<file path="config.mk">
export PLATFORM = sky130hd
export DESIGN_NAME = button_event_arbiter_flat
export DESIGN_NICKNAME = d
export VERILOG_FILES = /design/src/rtl/button_event_arbiter_if.sv /design/src/rtl/button_event_arbiter.sv /design/src/flat_wrapper.sv
export SDC_FILE = /design/constraint.sdc
export NUM_CORES = 1
export LEC_CHECK = 0
export ABC_AREA = 1
export CAP_MARGIN = 20
export CORE_ASPECT_RATIO = 1.1
export CORE_MARGIN = 8
export CORE_UTILIZATION = 45
export CTS_BUF_LIST = sky130_fd_sc_hd__clkbuf_8
export CTS_CLUSTER_DIAMETER = 50
export DETAILED_ROUTE_END_ITERATION = 16
export GPL_ROUTABILITY_DRIVEN = 0
export GPL_TIMING_DRIVEN = 0
export HOLD_SLACK_MARGIN = 0.05
export PLACE_DENSITY_LB_ADDON = 0.08
export SKIP_LAST_GASP = 1
export SLEW_MARGIN = 20
export SYNTH_ARGS = -nofsm -noshare
export SYNTH_HDL_FRONTEND = slang
export SYNTH_SLANG_ARGS = --single-unit
</file>
<file path="constraint.sdc">
create_clock -name clk -period 3.2 [get_ports clk]
set_clock_uncertainty 0.15 [all_clocks]
set_input_delay 0.48 -clock clk [delete_from_list [all_inputs] [get_ports clk]]
set_output_delay 0.48 -clock clk [all_outputs]
set_load 0.01 [all_outputs]
</file>
<file path="src/rtl/button_event_arbiter_if.sv">
// ---------------------------------------------------------------------------
// button_event_arbiter_if
// Single-event valid/ready port between the button event arbiter (master)
// and the control FSM that consumes button events (slave).
//   evt_valid : event available (master -> slave)
//   evt_ready : consumer accepts the event this cycle (slave -> master)
//   evt_btn   : index of the button that produced the event
//   evt_type  : 2'b01 SHORT, 2'b10 LONG, 2'b11 REPEAT
// ---------------------------------------------------------------------------
interface button_event_arbiter_if #(
    parameter int NUM_BTN = 4
);
    localparam int BW = $clog2(NUM_BTN);

    logic          evt_valid;
    logic          evt_ready;
    logic [BW-1:0] evt_btn;
    logic [1:0]    evt_type;

    modport master (
        output evt_valid,
        output evt_btn,
        output evt_type,
        input  evt_ready
    );

    modport slave (
        input  evt_valid,
        input  evt_btn,
        input  evt_type,
        output evt_ready
    );
endinterface

</file>
<file path="src/rtl/button_event_arbiter.sv">
// ---------------------------------------------------------------------------
// button_event_arbiter
// Turns debounced press/release pulses from NUM_BTN active-low buttons into
// SHORT / LONG / REPEAT events, queues one pending event per button and
// round-robins them onto a single valid/ready event port.
// Ports:
//   clk         : system clock
//   rst_n       : asynchronous active-low reset
//   btn_press   : one-cycle press pulses, one bit per button
//   btn_release : one-cycle release pulses, one bit per button
//   evt         : event port (valid/ready, button index, event type)
//   drop_flag   : sticky per-button flag, a pending event was overwritten
//   clr_drop    : clears every drop_flag bit on the next edge
// ---------------------------------------------------------------------------
module button_event_arbiter #(
    parameter int NUM_BTN       = 4,
    parameter int N             = 32,
    parameter int LONG_CYCLES   = 50_000_000,
    parameter int REPEAT_CYCLES = 10_000_000
) (
    input  logic                          clk,
    input  logic                          rst_n,
    input  logic [NUM_BTN-1:0]            btn_press,
    input  logic [NUM_BTN-1:0]            btn_release,
    button_event_arbiter_if.master        evt,
    output logic [NUM_BTN-1:0]            drop_flag,
    input  logic                          clr_drop
);
    localparam int BW = $clog2(NUM_BTN);

    localparam logic [1:0] EVT_NONE   = 2'b00;
    localparam logic [1:0] EVT_SHORT  = 2'b01;
    localparam logic [1:0] EVT_LONG   = 2'b10;
    localparam logic [1:0] EVT_REPEAT = 2'b11;

    localparam logic [N-1:0] LONG_LAST   = N'(LONG_CYCLES - 1);
    localparam logic [N-1:0] REPEAT_LAST = N'(REPEAT_CYCLES - 1);

    typedef enum logic [1:0] {
        S_IDLE    = 2'd0,
        S_PRESSED = 2'd1,
        S_HELD    = 2'd2
    } btn_state_e;

    logic [NUM_BTN-1:0] pending;
    logic [1:0]         slot_type [NUM_BTN];
    logic [NUM_BTN-1:0] grant;

    // ------------------------------------------------------------------
    // Per-button classifier FSM and pending slot
    // ------------------------------------------------------------------
    for (genvar gi = 0; gi < NUM_BTN; gi++) begin : g_btn
        btn_state_e  state_q, state_d;
        logic [N-1:0] timer_q, timer_d;
        logic        slot_valid_q, slot_valid_d;
        logic [1:0]  slot_type_q, slot_type_d;
        logic        drop_q, drop_d;
        logic [1:0]  emit;
        logic        pr, rl;
        logic        drop_set;

        always_comb begin
            // A press and release in the same cycle cancel each other out.
            pr       = btn_press[gi] & ~btn_release[gi];
            rl       = btn_release[gi] & ~btn_press[gi];
            state_d  = state_q;
            timer_d  = timer_q;
            emit     = EVT_NONE;
            case (state_q)
                S_IDLE: begin
                    if (pr) begin
                        state_d = S_PRESSED;
                        timer_d = '0;
                    end
                end
                S_PRESSED: begin
                    // Release is checked first so it beats the LONG expiry.
                    if (rl) begin
                        emit    = EVT_SHORT;
                        state_d = S_IDLE;
                    end else if (timer_q == LONG_LAST) begin
                        emit    = EVT_LONG;
                        state_d = S_HELD;
                        timer_d = '0;
                    end else begin
                        timer_d = timer_q + N'(1);
                    end
                end
                S_HELD: begin
                    if (rl) begin
                        state_d = S_IDLE;
                    end else if (timer_q == REPEAT_LAST) begin
                        emit    = EVT_REPEAT;
                        timer_d = '0;
                    end else begin
                        timer_d = timer_q + N'(1);
                    end
                end
                default: state_d = S_IDLE;
            endcase

            // A new event always lands in the slot; it only counts as a
            // drop when the old one is not leaving through the arbiter.
            slot_valid_d = slot_valid_q;
            slot_type_d  = slot_type_q;
            drop_set     = 1'b0;
            if (emit != EVT_NONE) begin
                drop_set     = slot_valid_q & ~grant[gi];
                slot_valid_d = 1'b1;
                slot_type_d  = emit;
            end else if (grant[gi]) begin
                slot_valid_d = 1'b0;
            end
            drop_d = drop_set | (drop_q & ~clr_drop);
        end

        always_ff @(posedge clk or negedge rst_n) begin
            if (!rst_n) begin
                state_q      <= S_IDLE;
                timer_q      <= '0;
                slot_valid_q <= 1'b0;
                slot_type_q  <= EVT_NONE;
                drop_q       <= 1'b0;
            end else begin
                state_q      <= state_d;
                timer_q      <= timer_d;
                slot_valid_q <= slot_valid_d;
                slot_type_q  <= slot_type_d;
                drop_q       <= drop_d;
            end
        end

        assign pending[gi]   = slot_valid_q;
        assign slot_type[gi] = slot_type_q;
        assign drop_flag[gi] = drop_q;
    end

    // ------------------------------------------------------------------
    // Round-robin arbiter and output register
    // ------------------------------------------------------------------
    logic          evt_valid_q, evt_valid_d;
    logic [BW-1:0] evt_btn_q, evt_btn_d;
    logic [1:0]    evt_type_q, evt_type_d;
    logic [BW-1:0] rr_ptr_q, rr_ptr_d;
    logic          load_en;
    logic          gnt_found;
    logic [BW-1:0] gnt_idx;

    always_comb begin
        logic [BW:0] idx;
        load_en   = ~evt_valid_q | evt.evt_ready;
        gnt_found = 1'b0;
        gnt_idx   = '0;
        grant     = '0;
        idx       = '0;
        // Scan from the pointer upward, wrapping past the last button.
        for (int off = 0; off < NUM_BTN; off++) begin
            idx = {1'b0, rr_ptr_q} + (BW+1)'(off);
            if (idx >= (BW+1)'(NUM_BTN)) begin
                idx = idx - (BW+1)'(NUM_BTN);
            end
            if (!gnt_found && pending[idx[BW-1:0]]) begin
                gnt_found = 1'b1;
                gnt_idx   = idx[BW-1:0];
            end
        end
        if (load_en && gnt_found) begin
            grant[gnt_idx] = 1'b1;
        end

        evt_valid_d = evt_valid_q;
        evt_btn_d   = evt_btn_q;
        evt_type_d  = evt_type_q;
        rr_ptr_d    = rr_ptr_q;
        if (load_en) begin
            evt_valid_d = gnt_found;
            if (gnt_found) begin
                evt_btn_d  = gnt_idx;
                evt_type_d = slot_type[gnt_idx];
                rr_ptr_d   = (gnt_idx == BW'(NUM_BTN - 1)) ? '0 : gnt_idx + BW'(1);
            end
        end
    end

    always_ff @(posedge clk or negedge rst_n) begin
        if (!rst_n) begin
            evt_valid_q <= 1'b0;
            evt_btn_q   <= '0;
            evt_type_q  <= EVT_NONE;
            rr_ptr_q    <= '0;
        end else begin
            evt_valid_q <= evt_valid_d;
            evt_btn_q   <= evt_btn_d;
            evt_type_q  <= evt_type_d;
            rr_ptr_q    <= rr_ptr_d;
        end
    end

    assign evt.evt_valid = evt_valid_q;
    assign evt.evt_btn   = evt_btn_q;
    assign evt.evt_type  = evt_type_q;
endmodule
</file>
<file path="src/flat_wrapper.sv">
// flat-port wrapper written by rule: the top's interface ports become plain ports
module button_event_arbiter_flat 
#(
    parameter int NUM_BTN       = 4,
    parameter int N             = 32,
    parameter int LONG_CYCLES   = 50_000_000,
    parameter int REPEAT_CYCLES = 10_000_000
)
  (clk, rst_n, btn_press, btn_release, drop_flag, clr_drop, evt_evt_valid, evt_evt_btn, evt_evt_type, evt_evt_ready);
  button_event_arbiter_if #(.NUM_BTN(NUM_BTN)) evt_i ();
  input  logic clk;
  input  logic rst_n;
  input  logic [NUM_BTN-1:0] btn_press;
  input  logic [NUM_BTN-1:0] btn_release;
  output logic [NUM_BTN-1:0] drop_flag;
  input  logic clr_drop;
  output wire logic [$bits(evt_i.evt_valid)-1:0] evt_evt_valid;
  output wire logic [$bits(evt_i.evt_btn)-1:0] evt_evt_btn;
  output wire logic [$bits(evt_i.evt_type)-1:0] evt_evt_type;
  input wire logic [$bits(evt_i.evt_ready)-1:0] evt_evt_ready;
  assign evt_evt_valid = evt_i.evt_valid;
  assign evt_evt_btn = evt_i.evt_btn;
  assign evt_evt_type = evt_i.evt_type;
  assign evt_i.evt_ready = evt_evt_ready;
  button_event_arbiter #(.NUM_BTN(NUM_BTN), .N(N), .LONG_CYCLES(LONG_CYCLES), .REPEAT_CYCLES(REPEAT_CYCLES)) u_core (.clk(clk), .rst_n(rst_n), .btn_press(btn_press), .btn_release(btn_release), .evt(evt_i), .drop_flag(drop_flag), .clr_drop(clr_drop));
endmodule
</file>
; ---- After elaboration in Yosys (flattened, before gate mapping)
; Index checks and enable logic that the tools add are counted.
[totals]
reg_bits = 159
latchBits = 0
ramBits = 0
rom_bits = 0
inputBits = 12
output_inout_bits = 9
word_cells = 256
n_memories = 0
[op_classes]
add_sub_neg = 12
mul = 0
div = 0
order_cmp = 11
eq_ne = 37
shifts = 0
n_mux = 103
bitwise = 36
n_reduce_logical = 33
[op_table]
columns = operator, n
row1 = 32-bit 2-to-1 mux, 20
row2 = 32-bit case mux with 3 select lines, 4
row3 = "32-bit by 1-bit adder with 32-bit output, second input constant", 4
row4 = "32-bit by 24-bit == test with 1-bit output, second input constant", 4
row5 = "32-bit by 26-bit == test with 1-bit output, second input constant", 4
row6 = 2-bit 2-to-1 mux, 43
row7 = 2-bit case mux with 3 select lines, 4
row8 = 1-bit 2-to-1 mux, 21
row9 = 1-bit AND, 16
row10 = "2-bit by 1-bit != test with 1-bit output, second input constant", 8
row11 = "2-bit != test, second input constant", 8
row12 = 2-bit case mux with 2 select lines, 4
row13 = 4-bit AND reduction, 4
row14 = 2-bit nonzero test, 8
row15 = "2-bit by 3-bit < comparator with 1-bit output, second input constant", 5
row16 = 1-bit NOT, 14
row17 = "3-bit >= comparator, second input constant", 4
row18 = "3-bit by 1-bit != test with 1-bit output, second input constant", 4
row19 = 3-bit AND reduction, 4
row20 = 3-bit nonzero test, 4
row21 = "2-bit == test, second input constant", 5
row22 = 1-bit binary-select mux with 2-bit select, 4
row23 = "2-bit by 1-bit == test with 1-bit output, second input constant", 4
row24 = 2-bit logical NOT, 4
row25 = 14 further kinds, 28

; ---- Longest topological paths before layout
[logic_depth]
ltp_word = 23
depth_mapped = 15
depth_no_buf = 15

; ---- Worst setup path after synthesis
; OpenSTA, ideal clock, no wires.
[synth_timing]
kind = register -> register
startpoint = register u_core.g_btn[3].state_q[0]
endpoint = register u_core.g_btn[3].timer_q[19]
setup_ns = 0.120
t_arrival_ns = 1.798
required_ns = 2.930
slack_ns = 1.132
path_stages_with_launch = 12
n_path_buf = 1
synth_period_minus_slack_ns = 2.068
path_cell_list = dfrtp_1 inv_1 ha_1 buf_2 nand2_1 nand4_2 nor2_1 nand3_1 nor2_1 nand3_1 o21ai_0 nor2_1
[synth_between]
elab_chain_len = 3
word_cells_on_any_way = 9
cone_classes = eq/ne (5) / mux (1) / reduce/logical (3)
[synth_lines]
columns = element, line_no
row1 = start: declaration, button_event_arbiter.sv:53  ; btn_state_e state_q, state_d;
row2 = start signal: assignment, button_event_arbiter.sv:125  ; state_q <= state_d;
row3 = "2-bit == test, or another cell as far along", button_event_arbiter.sv:69  ; case (state_q)
row4 = "2-bit != test (no source line), or another cell as far along", -
row5 = 4-bit AND reduction (no source line), -
row6 = end signal: assignment, button_event_arbiter.sv:126  ; timer_q <= timer_d;
row7 = end: declaration, button_event_arbiter.sv:54  ; logic [N-1:0] timer_q, timer_d;
; Parallel ways exist; a longest one is shown, timed or not.
; A chain may end at the register's enable or synchronous reset.

; ---- Worst setup path after layout
; Ends and elaborated chain as after synthesis.

==> results.cfg <==
[grt]
grt_pass1_vias = 10200
use_met1_pct = 28.1
grt.total_usage_pct = 20.5
grt_max_degree = 95
use_met3_pct = 2.79
antenna_found_initial = 0
grt_overflow_total = 0
grt_pass1_wl_mm = 50.3
grt_use_met2_pct = 33.0
grt_busiest_layer = met2

[logic_synthesis]
ys_seq_area_share_pct = 36.2
synth_area_sq_um = 11000
ys_types = 46
syn_area_per_cell_sq_um = 6.77
synth-seq-cells = 159
syn_nets = 1654
yosysWarningCount = 0
syn_inst = 1622

[timing]
finalHoldViolCount = 0
worstMarginPinSlew_ns = 0.682
fmax_ghz = 0.387
rsz0062_at_grt = no
max-slew-margin-rel_pct = 54.2
drv_slew = 0
min_period_over_period_pct = 80.8
finalWorstSetupSlack_ns = 0.616
period_minus_slack_ns = 2.58
finalSetupViolCount = 0

[setup_path]
critPathLaunchType = flop
critPathKind = reg2reg
crit_required_ns = 3.41
r2r_cells = 11
worstSetupEndpointType = flop
path_max_fanout = 10
worstPathArrival_ns = 2.79

[cts]
path_clk_slew_ns = 0.09
cts_sinks = 159
numCtsBuffers = 17
post_cts_buffers = 0
insertion_delay_ns = 0.46
htree_levels = 4
cts_max_path_buffers = 2
cts-root-buf = clkbuf_8
cts_tree = done
ctsResizeCount = 0

[placement]
portBuffers = 20
dp_hpwl_mm = 22.3
placed_area_sq_um = 11600
dp_worst_setup_slack_ns = 0.400

[finish]
multi_input_area_sq_um = 5940
final_nets = 1695
final_area_sq_um = 12000
mostFrequentLayoutCells = nand2_1, nor2_1, inv_1
seq_area_sq_um = 3980
nFillCells = 2491
post-route-util_pct = 49.4
drive_gt1_share_pct = 6.15
antenna_cells = 0
area_delta_synth_final_pct = 9.05
mostFrequentLayoutCell = nand2_1

[die]
die_x_um = 165
rows = 60
core_sq_um = 24200
num_io_pins = 21
die_h_um = 180
initial_core_util_pct = 45.3
dieArea_sq_um = 29700

[run]
max_cap_viol_count = 0

[hold_path]
hp-class = reg2reg
min_path_cells = 2

[pwr]
power_w = 0.00710
peakVddDrop_mv = 0.318
p_leak_nw = 5.41
power_density_nw_per_um2 = 593

[detailed_routing]
wire_per_inst_um = 14.9
drc = 0
drtIter0Drc = 769
vias = 10600
drtAntennaViolNets = 0
via_per_inst = 5.32
routed_wl_mm = 29.6
firstDrtPassIters = 6

[run_status]
status = completed
critical path, cell delays in order, from the launching register on:
cell,delay [ns]
dfrtp_1,0.39
inv_1,0.09
ha_1,0.19
buf_2,0.18
nand2_1,0.10
nand4_2,0.34
nor2_1,0.32
nand3_1,0.16
nor2_1,0.23
nand3_1,0.12
o21ai_0,0.16
nor2_1,0.05
synth_stat cells, drive strengths merged:
cell     count  area share, %
nand2      413             14
nor2       248            8.9
inv        217            7.4
dfrtp      159             36
nand3      153            7.2
nor3       108            5.3
nand4       85            4.9
o21ai       59            2.7
xor2        38            3.0
a21oi       27            1.3
buf         27            1.8
ha          20            2.3
nor4        11           0.88
clkbuf      10           0.34
a31oi        7           0.40
o211a        7           0.64
o22ai        6           0.34
xnor2        6           0.48
or2          5           0.28
o2111ai      4           0.32
and3         3           0.17
o21bai       2           0.14
o41ai        2           0.16
clkinv       1          0.080
nand2b       1          0.057
nand3b       1          0.068
nor3b        1          0.068
o211ai       1          0.068
metrics by stage:
stage	hold WS, ns	std cells	setup TNS (ns)
CTS	0.337	1986	0
global route	0.358	1986	0
global placement	0.314	1952	-855.04
floorplan	0.0344	1622	0
finish	0.328	1986	0
detailed placement	0.320	1953	0
cell type report:
| cell class | count | share of cell area [%] |
|---|---|---|
| tap | 310 | 3.24 |
| multi-input combinational | 1208 | 49.6 |
| clock inverter | 13 | 0.846 |
| buffer | 37 | 2.01 |
| clock buffer | 19 | 2.18 |
| timing repair buffer | 22 | 2.03 |
| sequential | 159 | 33.2 |
| inverter | 218 | 6.88 |
path summary, 6_finish.rpt:
path / start / to / slack, ns
min in group asynchronous: rst_n / u_core.g_btn[2].timer_q[21] / 0.38
worst max register to register: u_core.g_btn[3].state_q[0] / u_core.g_btn[3].timer_q[19] / 0.62
worst min register to register: u_core.g_btn[0].slot_type_q[1] / u_core.g_btn[0].slot_type_q[1] / 0.33
worst max-delay path: u_core.g_btn[3].state_q[0] / u_core.g_btn[3].timer_q[19] / 0.62
worst min-delay path: u_core.g_btn[0].slot_type_q[1] / u_core.g_btn[0].slot_type_q[1] / 0.33
max in group asynchronous: rst_n / u_core.g_btn[0].timer_q[13] / 1.67
flip-flops by register name, indices dropped and copies added, names as in the netlist:
register,flops
u_core.evt.evt_valid,1
u_core.rr_ptr_q,2
u_core.g_btn.state_q,8
u_core.evt.evt_btn,2
u_core.g_btn.drop_q,4
u_core.evt.evt_type,2
u_core.g_btn.slot_type_q,8
u_core.g_btn.slot_valid_q,4
u_core.g_btn.timer_q,128
layer usage:
layer,up-vias,wire [um]
met5,-,0
met4,0,700
met3,52,1310
met2,270,13400
met1,4865,14100
li1,5373,-
cells by family after synthesis:
family,count (synthesis),synth area share (%)
compound gates,115,6.08
xor+xnor,44,3.51
fa+ha+maj,20,2.28
buf+inv,255,9.69
flops,159,36.2
simple gates,1029,42.2
power breakdown:
group	switching, W	internal [W]	total, W
sequential	0.000155	0.00220	0.00235
combinational	0.00236	0.000963	0.00332
clock	0.000790	0.000643	0.00143
total	0.00330	0.00380	0.00710
repair_timing:
item                                   4_1_cts  5_1_grt
hold buffers                                 1        0
endpoints found under the hold margin       65        0
setup endpoints to repair                    0        0
Power figures use the tool's default switching activity.
